File: src/rtl/breakout_pkg.sv
// -----------------------------------------------------------------------------
// breakout_pkg
// Shared definitions for the Breakout screen/level state machine and the
// blocks that feed it.
//   - Screen and level encodings carried on the level FSM's current_state bus.
//   - bricks_for(n): brick count for level index n (1..8).
//   - is_level(state): true when the state encoding is one of L1..L8.
// -----------------------------------------------------------------------------
package breakout_pkg;

    // Screen encodings
    localparam logic [3:0] ST_SM = 4'hF;
    localparam logic [3:0] ST_LS = 4'h1;
    localparam logic [3:0] ST_GO = 4'h2;

    // Level encodings; level index n = state - 2
    localparam logic [3:0] ST_L1 = 4'h3;
    localparam logic [3:0] ST_L2 = 4'h4;
    localparam logic [3:0] ST_L3 = 4'h5;
    localparam logic [3:0] ST_L4 = 4'h6;
    localparam logic [3:0] ST_L5 = 4'h7;
    localparam logic [3:0] ST_L6 = 4'h8;
    localparam logic [3:0] ST_L7 = 4'h9;
    localparam logic [3:0] ST_L8 = 4'hA;

    function automatic logic is_level(input logic [3:0] state);
        return (state >= ST_L1) && (state <= ST_L8);
    endfunction

    // Brick count per level index. Every entry is nonzero, so a freshly
    // loaded level can never be "already won".
    function automatic logic [5:0] bricks_for(input logic [3:0] n);
        case (n)
            4'd1:    return 6'd8;
            4'd2:    return 6'd12;
            4'd3:    return 6'd16;
            4'd4:    return 6'd20;
            4'd5:    return 6'd24;
            4'd6:    return 6'd28;
            4'd7:    return 6'd32;
            4'd8:    return 6'd40;
            default: return 6'd8;
        endcase
    endfunction

endpackage

File: src/rtl/game_status.sv
// -----------------------------------------------------------------------------
// game_status
// Per-level play statistics for Breakout. Loads brick count and lives when the
// level FSM enters a level, counts brick hits and ball losses, accumulates a
// saturating score and produces the win/lose outcome back to the level FSM.
//
// Parameters
//   LIVES     lives granted at each level start (1..7)
//   SERVE_DLY cycles between a ball loss and the re-serve (>=1)
//   SCORE_W   score width (>=4)
// Ports
//   clk           system clock
//   reset         synchronous, active-high
//   current_state level FSM state encoding (breakout_pkg)
//   brick_hit     one-cycle pulse per destroyed brick
//   ball_lost     one-cycle pulse when the ball passes the paddle
//   win / lose    outcome, held until the level FSM leaves the level
//   lives         remaining lives
//   bricks_left   bricks remaining in the current level
//   score         accumulated score, cleared on the start-menu screen
//   serve_req     one-cycle pulse requesting a new ball serve
// All outputs are registered.
// -----------------------------------------------------------------------------
module game_status
    import breakout_pkg::*;
#(
    parameter int LIVES     = 3,
    parameter int SERVE_DLY = 16,
    parameter int SCORE_W   = 16
) (
    input  logic               clk,
    input  logic               reset,
    input  logic [3:0]         current_state,
    input  logic               brick_hit,
    input  logic               ball_lost,
    output logic               win,
    output logic               lose,
    output logic [2:0]         lives,
    output logic [5:0]         bricks_left,
    output logic [SCORE_W-1:0] score,
    output logic               serve_req
);

    localparam int CNT_W = $clog2(SERVE_DLY + 1);

    typedef enum logic [2:0] {
        S_IDLE,
        S_LOAD,
        S_PLAY,
        S_RESPAWN,
        S_DONE
    } state_t;

    state_t             state_reg;
    logic [3:0]         level_reg;   // level index latched on entry
    logic [CNT_W-1:0]   cnt_reg;     // respawn countdown

    logic               in_level;
    logic               hit_ok;
    logic               score_en;
    logic [SCORE_W:0]   score_sum;
    logic [SCORE_W-1:0] score_sat;

    assign in_level  = is_level(current_state);
    // A hit with no bricks left is dropped so bricks_left cannot underflow.
    assign hit_ok    = brick_hit && (bricks_left != 6'd0);
    assign score_en  = in_level && (state_reg == S_PLAY) && hit_ok;
    // One extra bit catches the carry so the score sticks at all-ones.
    assign score_sum = {1'b0, score} + (SCORE_W + 1)'(level_reg);
    assign score_sat = score_sum[SCORE_W] ? '1 : score_sum[SCORE_W-1:0];

    always_ff @(posedge clk) begin
        if (reset) begin
            state_reg   <= S_IDLE;
            level_reg   <= '0;
            cnt_reg     <= '0;
            win         <= 1'b0;
            lose        <= 1'b0;
            serve_req   <= 1'b0;
            lives       <= '0;
            bricks_left <= '0;
            score       <= '0;
        end else begin
            serve_req <= 1'b0;

            if (!in_level) begin
                // Leaving the level from any state: lives and bricks_left
                // hold so screens can still show them.
                state_reg <= S_IDLE;
                win       <= 1'b0;
                lose      <= 1'b0;
                cnt_reg   <= '0;
            end else begin
                case (state_reg)
                    S_IDLE: begin
                        win       <= 1'b0;
                        lose      <= 1'b0;
                        level_reg <= current_state - 4'd2;
                        state_reg <= S_LOAD;
                    end
                    S_LOAD: begin
                        bricks_left <= bricks_for(level_reg);
                        lives       <= 3'(LIVES);
                        serve_req   <= 1'b1;
                        state_reg   <= S_PLAY;
                    end
                    S_PLAY: begin
                        if (hit_ok) begin
                            bricks_left <= bricks_left - 6'd1;
                        end
                        // The brick is counted before the loss: clearing the
                        // last brick wins outright and the loss is dropped.
                        if (hit_ok && bricks_left == 6'd1) begin
                            win       <= 1'b1;
                            state_reg <= S_DONE;
                        end else if (ball_lost) begin
                            lives <= lives - 3'd1;
                            if (lives == 3'd1) begin
                                lose      <= 1'b1;
                                state_reg <= S_DONE;
                            end else begin
                                cnt_reg   <= CNT_W'(SERVE_DLY);
                                state_reg <= S_RESPAWN;
                            end
                        end
                    end
                    S_RESPAWN: begin
                        // SERVE_DLY decrements plus one terminal cycle, so the
                        // serve appears SERVE_DLY+1 edges after the loss edge.
                        if (cnt_reg == '0) begin
                            serve_req <= 1'b1;
                            state_reg <= S_PLAY;
                        end else begin
                            cnt_reg <= cnt_reg - CNT_W'(1);
                        end
                    end
                    S_DONE: begin
                        // Outcome held until the level FSM leaves the level.
                    end
                    default: state_reg <= S_IDLE;
                endcase
            end

            if (current_state == ST_SM) begin
                score <= '0;
            end else if (score_en) begin
                score <= score_sat;
            end
        end
    end

endmodule

File: config.mk
export PLATFORM = sky130hd
export DESIGN_NAME = game_status
export DESIGN_NICKNAME = d
export VERILOG_FILES = /design/src/rtl/breakout_pkg.sv /design/src/rtl/game_status.sv
export SDC_FILE = /design/constraint.sdc
export NUM_CORES = 1
export LEC_CHECK = 0
export CORE_MARGIN = 10
export CORE_UTILIZATION = 40
export CTS_CLUSTER_SIZE = 30
export DETAILED_ROUTE_END_ITERATION = 10
export GPL_TIMING_DRIVEN = 0
export PLACE_DENSITY = 0.65
export SYNTH_ARGS = -nofsm -noshare
export SYNTH_HDL_FRONTEND = slang
export SYNTH_SLANG_ARGS = --single-unit
File: constraint.sdc
create_clock -name clk -period 3 [get_ports clk]
set_input_delay 0.6 -clock clk [delete_from_list [all_inputs] [get_ports clk]]
set_output_delay 0.6 -clock clk [all_outputs]
set_load 0.005 [all_outputs]
==> impl_metrics.ini, run 1 <==
[sta]
hold_viol_final = 0
finClkSkew_ns = 0.00784
rsz0062_at_grt = false
hold_ws_ns = 0.473
relSlewSlack_pct = 51.5
tns_ns = 0
finalSetupViolCount = 0
fin_ws_ns = 0.107
fin_crit_sh_pct = 96.4
slew_violations = 0
tightest_slew_ns = 0.728
min_period_ns = 2.89
fmax_mhz = 346

[worst_hold_path]
holdPathStages = 2
hp-class = register to register
hold_end = cnt_reg[4]$_SDFFE_PP0P_
hp-start = cnt_reg[4]$_SDFFE_PP0P_

[clocking]
clk_pin_slew_ns = 0.07
cts_root_buf = clkbuf_8
cts.sinks = 44
numCtsBuffers = 5
cts_buffer_depth = 2
clk_latency_ns = 0.29
cts_tree = done
htreeDepth = 2
cts_hold_buf = 0

[drt]
routed-via-count = 2420
first_iter_violations = 88
viasPerCell = 5.72
drc = 0
ant_nets = 0
routed_wl_um = 6540
first_pass_iters = 4
wl_per_cell_um = 15.5

[global_routing]
grt.met3_usage_pct = 4.53
overflow = 0
top_usage_layer = met2
globalRouteMet2Util_pct = 19.5
antenna_found_initial = 0
grt_max_degree = 12
first_global_vias = 2218
grt_usage_pct = 12.6
grt_util_met1_pct = 15.8
grt_pass1_wl_um = 10600

[place]
hpwl_um = 4860
place_area_sq_um = 3070
pre_cts_slack_ns = -0.362
dp.cells = 417
globalplace.congestion = 0.794
io_buffers = 35

[die]
die_w_um = 101
dieArea_sq_um = 10200
row_count = 29
ioPinCount = 36
start_util_pct = 41.2
coreArea_sq_um = 6350
die_h_um = 101

[cells_and_area]
stdcell_count = 423
largest_reg_flops = 16
multi_input_area_sq_um = 1630
area_delta_synth_final_pct = 20.7
drive_gt1_share_pct = 10.4
fin_util_pct = 49.8
diodes = 0
finalNetCount = 373
regArea_sq_um = 881
nFillCells = 609
final_cell_area_sq_um = 3160

[pwr]
peakVddDrop_mv = 0.219
p_leak_nw = 1.16
power_density_nw_per_um2 = 376
finalPower_mw = 1.19

[yosys]
postSynthAreaPerCell_sq_um = 8.59
syn_inst = 305
yosysSeqAreaShare_pct = 33.6
ys_async_sr_fraction_pct = 0
synth_warnings = 0
ys_types = 65
ys_ff_latch = 44
synth_top_area_cell = dfxtp_1
synth.net_count = 330
synth_area_sq_um = 2620
synthTopCellsByCount = 44 x dfxtp_1, 35 x a21oi_1, 25 x nor2_1
synth_area_leaders = dfxtp_1 34%, ha_1 7.6%, a21oi_1 6.7%
synth_edf_count = 0
synth_top_cell_area_share_pct = 33.6
yosysMostFrequentCell = dfxtp_1
synth_ff_type = dfxtp_1

[flow_run]
maxCapViolCount = 0

[worst_setup_path]
reg2reg_depth = 7
arrival_ns = 3.12
end_kind = register
rrSetupSlack_ns = 0.46
cp_max_fo = 8
path_class = input pin to register
critPathLaunchType = input pin
critPathRequiredTime_ns = 3.23
r2r-start = score[0]$_SDFFE_PP0P_
r2r_end = score[13]$_SDFFE_PP0P_

[status]
run_status = finished, final reports clean
## power breakdown
part	internal [mW]	switching (mW)
clock	0.151	0.192
combinational	0.0930	0.127
sequential	0.607	0.0175
## cell families after synthesis
family	share of synthesized area, %
mux	0.382
simple gates	25.0
compound gates	26.1
flops	33.6
xor+xnor	1.62
buf+inv	4.83
fa+ha+maj	8.41
## cell usage in the layout (no fill, tap or decap), drive strengths merged, types with 2 or more instances in the layout
| master | n |
|---|---|
| a211o | 3 |
| a211oi | 9 |
| a21o | 2 |
| a21oi | 37 |
| a221oi | 3 |
| a311oi | 4 |
| and2 | 2 |
| and3 | 7 |
| and4 | 3 |
| buf | 7 |
| clkbuf | 12 |
| clkdlybuf4s50 | 35 |
| dfxtp | 44 |
| ha | 16 |
| inv | 17 |
| nand2 | 8 |
| nand2b | 8 |
| nand3 | 3 |
| nand3b | 3 |
| nand4 | 4 |
| nor2 | 26 |
| nor2b | 2 |
| nor3 | 17 |
| nor4 | 5 |
| nor4b | 3 |
| o2111ai | 2 |
| o211a | 2 |
| o21ai | 21 |
| o21bai | 2 |
| o221a | 2 |
| o22ai | 3 |
| or2 | 4 |
| or3 | 6 |
| or3b | 4 |
| xnor2 | 3 |
## area by class of cell
| type | instances | share of cell area [%] |
|---|---|---|
| buffer | 13 | 1.98 |
| inverter | 17 | 2.02 |
| multi-input combinational | 231 | 51.6 |
| clock buffer | 5 | 2.18 |
| sequential | 44 | 27.9 |
| timing repair buffer | 36 | 11.3 |
| tap | 77 | 3.05 |
## routing by layer
metal	share of wire, %	routed length [um]	vias to the layer above
met3	7.4	485	2
met2	46	3020	52
met5	0	0	-
met1	46	3010	1140
met4	0.34	22	0
li1	-	-	1226
## repair_timing
item / in CTS / in global routing
setup endpoints to repair: 1 / 1
gates cloned: 0 / 0
buffers inserted: 0 / 1
pin swaps: 0 / 1
gates resized for setup: 2 / 1
## critical path, cell delays in order
cell	delay (ns)
clkdlybuf4s50_1	0.66
a21oi_4	0.15
xnor2_4	0.35
o21ai_0	0.17
a21oi_1	0.38
ha_1	0.23
or3b_2	0.44
a21oi_1	0.14
## worst max-delay path by stage
| stage | slack (ns) | cells after the start | start | endpoint |
|---|---|---|---|---|
| 6_report | 0.11 | 8 | current_state[1] | register |
| 3_5_place_dp | -0.36 | 8 | current_state[1] | register |
| 5_1_grt | 0.006 | 8 | current_state[3] | register |
| 2_1_floorplan | 0.59 | 8 | current_state[1] | register |
| 4_1_cts | 0.09 | 9 | current_state[1] | register |
| 3_3_place_gp | -0.35 | 8 | current_state[1] | register |
Note: power is estimated with default switching activity, not from simulation.
==> inputs of run 2 (changes only) <==
Settings changed: PLACE_DENSITY 0.65 to 0.68, SLEW_MARGIN from default to 15.
Clock period 3 ns to 2.5 ns, I/O delays scaled along.
==> run 2 against run 1 <==
Compared with the run above:
- clock-buffer cell count rose by 1
- largest power group unchanged
- routed wire length fell by 2.7%
- highest routed layer unchanged
- critical path type unchanged
- non-clock buffer count rose by 3
==> impl_metrics.ini, run 2 (synthesized netlist as in run 1, its figures left out) <==
[status]
run_status = finished, final reports clean

[sta]
tns_ns = 0
finClkSkew_ns = 0.0115
finalSetupViolCount = 0
min_period_ns = 2.47
slew_violations = 0
rsz0062_at_grt = true
hold_viol_final = 0
relSlewSlack_pct = 50.3
fin_ws_ns = 0.0270
hold_ws_ns = 0.488
fin_crit_sh_pct = 98.9
tightest_slew_ns = 0.746
fmax_mhz = 404

[drt]
routed_wl_um = 6360
met1_length_um = 2850
first_iter_violations = 128
met2_length_um = 3050
top_layer = met4
drc = 0
met3_wirelength_um = 414
ant_nets = 0
first_pass_iters = 4
routed-via-count = 2437
wl_per_cell_um = 14.9
viasPerCell = 5.69

[place]
pre_cts_slack_ns = -0.755
io_buffers = 35
dp.cells = 417
globalplace.congestion = 0.791
hpwl_um = 4770
place_area_sq_um = 3070

[die]
start_util_pct = 41.2
coreArea_sq_um = 6350
die_h_um = 101
dieArea_sq_um = 10200
die_w_um = 101
ioPinCount = 36
row_count = 29

[cells_and_area]
final_cell_area_sq_um = 3220
area_delta_synth_final_pct = 22.9
fin_util_pct = 50.7
drive_gt1_share_pct = 12.5
stdcell_count = 428
largest_reg_flops = 16
final_cell_mix = 44 x dfxtp_1, 34 x a21oi_1, 32 x clkdlybuf4s50_1, 24 x nor2_1, 19 x o21ai_0
diodes = 0
finalNetCount = 376
final_common_cell = dfxtp_1

[pwr]
peakVddDrop_mv = 0.297
p_leak_nw = 1.20
finalPower_mw = 1.45
power_density_nw_per_um2 = 449

[clocking]
cts_tree = done
numCtsBuffers = 5
htreeDepth = 2
cts.sinks = 44
cts_root_buf = clkbuf_8
clk_latency_ns = 0.29
cts_buffer_depth = 2
cts_hold_buf = 0
clk_pin_slew_ns = 0.08

[worst_setup_path]
cp_max_fo = 4
critPathRequiredTime_ns = 2.73
arrival_ns = 2.70
path_class = input pin to register
end_kind = register
critPathLaunchType = input pin

[global_routing]
grt_usage_pct = 12.4
overflow = 0
grt_max_degree = 13
first_global_vias = 2315
grt_pass1_wl_um = 10700
antenna_found_initial = 0

[worst_hold_path]
hp-class = register to register

[flow_run]
maxCapViolCount = 0
run 2: repair_timing:
item	CTS	global route
endpoints found under the setup margin	8	6
pin swaps	3	2
setup buffers	3	1
resized for setup	7	8
run 2: metal layers:
layer,vias to the layer above,track usage [%]
met5,-,0
li1,1233,-
met2,51,20.8
met3,4,3.98
met1,1149,14.8
met4,0,3.43
run 2: worst paths after layout:
kind,startpoint,end,slack (ns),cells past startpoint
max,current_state[2],register,0.03,9
min,cnt_reg[4]$_SDFFE_PP0P_,cnt_reg[4]$_SDFFE_PP0P_,0.49,2
max reg2reg,state_reg[2]$_SDFFE_PP0P_,register,0.10,8
min reg2reg,cnt_reg[4]$_SDFFE_PP0P_,cnt_reg[4]$_SDFFE_PP0P_,0.49,2
run 2: cell type report:
class / count / area (sq um)
clock buffers: 6 / 72.6
well taps: 77 / 96.3
fillers: 595 / 3130
repair buffers: 39 / 380
multi-input cells: 231 / 1660
inverters: 17 / 63.8
plain buffers: 13 / 63.8
flip-flops and latches: 44 / 881
clock inverters: 1 / 5.00
run 2: worst max-delay path: stages:
cell             delay, ns
clkdlybuf4s50_1       0.50
a21oi_4               0.25
xnor2_4               0.13
nor2_4                0.13
nor2_1                0.09
a211oi_2              0.29
ha_1                  0.22
or3b_2                0.44
a21oi_1               0.14
run 2: report_power, final:
| group | internal [mW] | total, mW | switching, mW |
|---|---|---|---|
| registers | 0.729 | 0.750 | 0.0209 |
| clock network | 0.190 | 0.420 | 0.230 |
| logic | 0.120 | 0.276 | 0.156 |
| total | 1.04 | 1.45 | 0.406 |
